**src/rtl/seven_seg_scanner.sv**
```systemverilog
// Time-multiplexed scan controller for an N-digit 7-segment display.
// Latches a hex value, scans the digits with a dead time, blanks leading zeros and updates only at frame boundaries.
module seven_seg_scanner #(
   parameter int N_DIGITS         = 4,
   parameter int REFRESH_DIV      = 50000,
   parameter int DEAD_CYCLES      = 500,
   parameter int ANODE_ACTIVE_LOW = 1,
   localparam int IDX_W           = (N_DIGITS > 1) ? $clog2(N_DIGITS) : 1
) (
   input  logic                    clk,
   input  logic                    rst_n,
   input  logic [4*N_DIGITS-1:0]   value_in,
   input  logic                    load,
   input  logic                    blank_lz,
   output logic [3:0]              digit_bin,
   output logic [N_DIGITS-1:0]     anode,
   output logic [IDX_W-1:0]        digit_idx,
   output logic                    upd_pending
);

   localparam int                CNT_W    = (REFRESH_DIV > 1) ? $clog2(REFRESH_DIV) : 1;
   localparam logic [CNT_W-1:0]  CNT_MAX  = CNT_W'(REFRESH_DIV - 1);
   localparam logic [CNT_W-1:0]  CNT_DEAD = CNT_W'(DEAD_CYCLES);
   localparam logic [IDX_W-1:0]  IDX_MAX  = IDX_W'(N_DIGITS - 1);
   localparam bit                ACT_LOW  = (ANODE_ACTIVE_LOW != 0);
   localparam logic [N_DIGITS-1:0] ANODE_OFF = {N_DIGITS{ACT_LOW}};

   logic [CNT_W-1:0]      r_cnt;
   logic [IDX_W-1:0]      r_idx;
   logic [4*N_DIGITS-1:0] r_shown;
   logic [4*N_DIGITS-1:0] r_pending;
   logic                  r_upd;
   logic [3:0]            r_digit_bin;
   logic [N_DIGITS-1:0]   r_anode;

   logic                  w_cnt_wrap;
   logic                  w_idx_wrap;
   logic                  w_frame;
   logic                  w_commit;
   logic                  w_upd_next;
   logic [CNT_W-1:0]      w_cnt_next;
   logic [IDX_W-1:0]      w_idx_next;
   logic [4*N_DIGITS-1:0] w_shown_next;
   logic [3:0]            w_nib [N_DIGITS];
   logic [N_DIGITS-1:0]   w_zero;
   logic [N_DIGITS-1:1]   w_zero_above;
   logic [N_DIGITS-1:0]   w_blank;
   logic                  w_lit;
   logic [N_DIGITS-1:0]   w_anode_next;

   assign w_cnt_wrap = (r_cnt == CNT_MAX);
   assign w_idx_wrap = (r_idx == IDX_MAX);
   assign w_frame    = w_cnt_wrap & w_idx_wrap;
   assign w_cnt_next = w_cnt_wrap ? '0 : r_cnt + 1'b1;
   assign w_idx_next = !w_cnt_wrap ? r_idx : (w_idx_wrap ? '0 : r_idx + 1'b1);

   // A load landing on the boundary edge supersedes the old pending value, so it must not commit.
   assign w_commit     = w_frame & r_upd & ~load;
   assign w_shown_next = w_commit ? r_pending : r_shown;
   assign w_upd_next   = load ? 1'b1 : (w_frame ? 1'b0 : r_upd);

   genvar gi;
   generate
      for (gi = 0; gi < N_DIGITS; gi++) begin : g_nib
         assign w_nib[gi]  = w_shown_next[4*gi +: 4];
         assign w_zero[gi] = (w_nib[gi] == 4'h0);
      end

      // Running "this digit and everything above it is zero" chain, from the top digit down.
      for (gi = 1; gi < N_DIGITS; gi++) begin : g_zero_above
         if (gi == N_DIGITS - 1) begin : g_top
            assign w_zero_above[gi] = w_zero[gi];
         end else begin : g_mid
            assign w_zero_above[gi] = w_zero[gi] & w_zero_above[gi+1];
         end
      end

      for (gi = 0; gi < N_DIGITS; gi++) begin : g_blank
         if (gi == 0) begin : g_lsd
            assign w_blank[gi] = 1'b0;
         end else begin : g_upper
            assign w_blank[gi] = blank_lz & w_zero_above[gi];
         end
      end
   endgenerate

   assign w_lit = (w_cnt_next >= CNT_DEAD) & ~w_blank[w_idx_next];

   generate
      for (gi = 0; gi < N_DIGITS; gi++) begin : g_anode
         assign w_anode_next[gi] = ((w_idx_next == IDX_W'(gi)) & w_lit) ^ ACT_LOW;
      end
   endgenerate

   always_ff @(posedge clk or negedge rst_n) begin
      if (!rst_n) begin
         r_cnt       <= '0;
         r_idx       <= '0;
         r_shown     <= '0;
         r_pending   <= '0;
         r_upd       <= 1'b0;
         r_digit_bin <= 4'h0;
         r_anode     <= ANODE_OFF;
      end else begin
         r_cnt       <= w_cnt_next;
         r_idx       <= w_idx_next;
         r_shown     <= w_shown_next;
         r_upd       <= w_upd_next;
         r_digit_bin <= w_nib[w_idx_next];
         r_anode     <= w_anode_next;
         if (load) begin
            r_pending <= value_in;
         end
      end
   end

   assign digit_bin   = r_digit_bin;
   assign anode       = r_anode;
   assign digit_idx   = r_idx;
   assign upd_pending = r_upd;

endmodule

```
**config.mk**
```make
export PLATFORM = sky130hd
export DESIGN_NAME = seven_seg_scanner
export DESIGN_NICKNAME = d
export VERILOG_FILES = /design/src/rtl/seven_seg_scanner.sv
export SDC_FILE = /design/constraint.sdc
export NUM_CORES = 1
export LEC_CHECK = 0
export CORE_MARGIN = 2
export CORE_UTILIZATION = 45
export DETAILED_ROUTE_END_ITERATION = 16
export PLACE_DENSITY = 0.75
export REMOVE_ABC_BUFFERS = 1
export SKIP_LAST_GASP = 1
export SYNTH_ARGS = -nofsm -noshare
export SYNTH_HDL_FRONTEND = slang
export SYNTH_SLANG_ARGS = --single-unit
```
**constraint.sdc**
```tcl
create_clock -name clk -period 5.9 [get_ports clk]
set_input_delay 0.59 -clock clk [delete_from_list [all_inputs] [get_ports clk]]
set_output_delay 0.59 -clock clk [all_outputs]
set_load 0.05 [all_outputs]
```
==> key figures <==
CTS
  – Buffers from clock root to sink, at most: 2
  – Setup repair bufs after CTS: 0
  – CTS tree: done
  – Clock insertion delay at the later pin of the skew report: 0.34 ns
  – Number of buffers added to fix hold violations after cts: 0
  – Master cell of the clock root buffer: sky130_fd_sc_hd__clkbuf_8
  – CTS resizes: 0
  – Total CTS buffers: 9
  – Clock tree sinks: 59
  – CTS clock-pin slew for the worst setup and hold paths: roughly 0.07 ns
  – H-tree levels: 3

Die
  – Vert. Die Dim: 81.5 µm
  – Core region area: 0.00585 mm²
  – Number of ports placed on the die boundary: 31
  – Die Span X: about 82 µm
  – Starting Density: about 46%
  – Total die area: around 0.0066 mm²
  – Std-Cell Rows: 28

Critical path
  – Crit path max-delay cell type: sky130_fd_sc_hd__clkdlybuf4s50_1
  – Launch point of the critical path: load
  – Depth of the most critical reg-to-reg path: 7
  – Worst reg2reg endpoint: digit_bin[2]
  – Worst EP required: roughly 6.1 ns
  – Flop2flop setup slack: 3.08 ns
  – Critical path class: primary input to flop
  – Buffer and inverter count on the worst path: 1
  – Worst Setup End Kind: flop
  – Critical Path AT: 3.37 ns
  – Critical Path, Cell by Cell: clkdlybuf4s50_1, nor3_4, and4_1, mux2_2, o22ai_1, nor2_1
  – Startpoint of the worst-slack reg-to-reg timing path: r_cnt[0]
  – Family with the most delay on the worst path: simple AND/OR/NAND/NOR gates
  – CP max FO: 18
  – Launching element type of the critical path: primary input
  – Slowest Stage Delay on Critical Path: between 0.8 and 0.9 ns

STA
  – Fin crit period: between 3 and 4 ns
  – Achievable Freq: 318 MHz
  – Headroom to the max-slew limit: 40.5%
  – Least-Margin Pin Slew: 0.892 ns
  – Final setup viols: 0
  – Setup repair after global routing missed its margin: false
  – Pins over their slew limit: 0
  – Period utilisation layout: 53.3%
  – Worst Clk Skew: 0.00575 ns
  – Hold_ws: a little under 0.4 ns
  – Final Hold Vio Count: 0
  – Final total negative setup slack: 0 ns

Drt
  – Detailed route wirelength on metal3: 179 µm
  – Iteration-0 DRC count of the detailed router: 110
  – Uppermost routed layer: met4
  – Met1 Routed Length: 2.23 mm
  – Total iterations of the first detailed-routing run: 4
  – Remaining design rule violation count: 0
  – Number of nets with antenna violations after routing: 0
  – Vias after detailed routing: roughly 1800
  – Total wire length after detailed routing: 5.14 mm
  – Avg Vias per Cell: 5.46
  – Routed length per instance: 15.5 µm
  – Met2 wire len: 2.65 mm

Power and ir drop
  – Leakage: between 0.001 and 0.0015 µW
  – Maximum vdd drop: 0.000170 V
  – Total power per unit cell area: between 200 and 300 mW/mm²

Status
  – Outcome: complete, no violations

Logic synthesis
  – Post-Synthesis Cell Area: 0.00270 mm²
  – Most frequent cells after synthesis: sky130_fd_sc_hd__dfrtp_1, sky130_fd_sc_hd__mux2_2, sky130_fd_sc_hd__nor2_1, sky130_fd_sc_hd__nand2_1
  – Cell with the most instances after synthesis: sky130_fd_sc_hd__dfrtp_1
  – Post-synth top area share: approximately 51%
  – Yosys cell types: 44
  – Leading area contributor after synthesis: sky130_fd_sc_hd__dfrtp_1
  – Cell count after synthesis: around 220
  – Total of warnings raised by yosys: 0
  – Seq/Total Area, Yosys: 54.8%
  – Async set-or-reset flop fraction in the synthesized netlist: 100%
  – Number of synthesized flops with an enable pin: 0
  – Most area-consuming cells after synthesis: sky130_fd_sc_hd__dfrtp_1, sky130_fd_sc_hd__mux2_2, sky130_fd_sc_hd__mux2_4, sky130_fd_sc_hd__dfstp_2, sky130_fd_sc_hd__xor2_1
  – Main flop type after synthesis: sky130_fd_sc_hd__dfrtp_1
  – Seq cells post-synth: 59
  – Mapped Avg Cell Area: between 10 and 15 µm²

Finish
  – Fillcell total: around 500
  – Fraction of final layout cells sized beyond drive strength 1: 23.0%
  – Antenna fix cells: 0
  – Layout Area Growth over Synthesis: 20.6%
  – Area of all placed cells without fillers: 0.00326 mm²
  – Final-stage net count: 273

Global route
  – All-layer global routing usage: 17.8%
  – Number of antenna violations at the first check in global routing: 0
  – Pin count of the biggest net entering global routing: 60
  – Via count of the first global-routing pass: about 1800
  – Total congestion overflow after global routing: 0
  – Wire length of the first global-routing pass: 8.72 mm

Placed design
  – Post-detail-place hpwl: 3.52 mm
  – Number of input and output port buffers inserted: 30
  – Cell Area, Placed: ~0.003 mm²
  – Gpl congestion: 0.762

Hold path
  – Kind of path behind the tightest hold check: primary input to async pin

Flow run
  – Number of max-cap violations: 0
==> registers in the layout (all words and copies together) (netlist names) <==
name / count
anode: 4
digit_bin: 4
digit_idx: 2
r_cnt: 16
r_pending: 16
r_shown: 16
upd_pending: 1
==> cell usage in the layout, fill, tap and decap left out, drive strengths merged, types with 2 or more instances in the layout <==
cell,n
nand4,3
nand2,15
nor3,8
mux2,32
inv,5
a21oi,2
o22ai,8
clkbuf,9
o41ai,2
clkinvlp,2
clkdlybuf4s50,29
clkinv,2
bufinv,2
xor2,10
buf,2
nor2,18
and3,3
nor3b,2
nor2b,2
dfstp,4
nand3,9
dfrtp,55
ha,2
and4,3
and4bb,2
mux2i,2
xnor2,4
o21ai,5
==> worst register-to-register path: stages (launching register included) <==
cell                      delay, ns
sky130_fd_sc_hd__dfrtp_1       0.43
sky130_fd_sc_hd__ha_1          0.37
sky130_fd_sc_hd__nand3_4       0.15
sky130_fd_sc_hd__nor3_4        0.22
sky130_fd_sc_hd__and4_1        0.82
sky130_fd_sc_hd__mux2_2        0.45
sky130_fd_sc_hd__o22ai_1       0.20
sky130_fd_sc_hd__nor2_1        0.07
==> cell type report <==
class / count / area [µm²] / share of cell area (%)
flip-flops and latches: 59 / 1480 / 45.4
multi-input cells: 146 / 1140 / 35.1
repair buffers: 31 / 303 / 9.28
clock buffers: 9 / 124 / 3.80
clock inverters: 7 / 101 / 3.11
well taps: 75 / 93.8 / 2.88
inverters: 4 / 15.0 / 0.460
==> routing by layer <==
layer | vias up | GRT usage (%)
met4 | 0 | 6.78
li1 | 855 | -
met1 | 912 | 21.9
met2 | 34 | 29.4
met5 | - | 0
met3 | 7 | 5.60
==> where the power goes <==
| group | total [µW] | internal [µW] | switching [µW] |
|---|---|---|---|
| Combinational | 35.7 | 21.5 | 14.2 |
| Clock | 411 | 240 | 171 |
| Sequential | 422 | 415 | 6.95 |
==> how the worst max path moves through the flow <==
stage	slack, ns	end	cells past startpoint
floorplan	3.28	digit_bin[2]	7
global route	2.63	digit_bin[2]	6
CTS	2.74	digit_bin[2]	6
detailed placement	2.43	digit_bin[2]	6
finish	2.76	digit_bin[2]	6
global placement	2.50	digit_bin[2]	6
==> kinds of logic (layout without fill, tap and decap cells) <==
group / after synthesis / in the layout / share of synthesized area (%)
adders and majority gates: 2 / 2 / 0.925
DFF: 59 / 59 / 54.8
xor gates and xnor gates: 14 / 14 / 4.53
and+or+nand+nor: 70 / 70 / 14.9
muxes: 34 / 34 / 15.5
AOI/OAI and AO/OA: 26 / 26 / 6.53
buffers and inverters: 13 / 51 / 2.91
==> through the flow <==
step                setup WS, ns  power [µW]  cells  utilization [%]
finish                      2.76         869    331             55.8
global route                2.63         904    331             55.8
CTS                         2.74         880    331             55.8
detailed placement          2.43         467    315             51.9
global placement            2.50         466    315             51.9
floorplan                   3.28         440    209                -
Note: power is estimated with default switching activity, not from simulation.
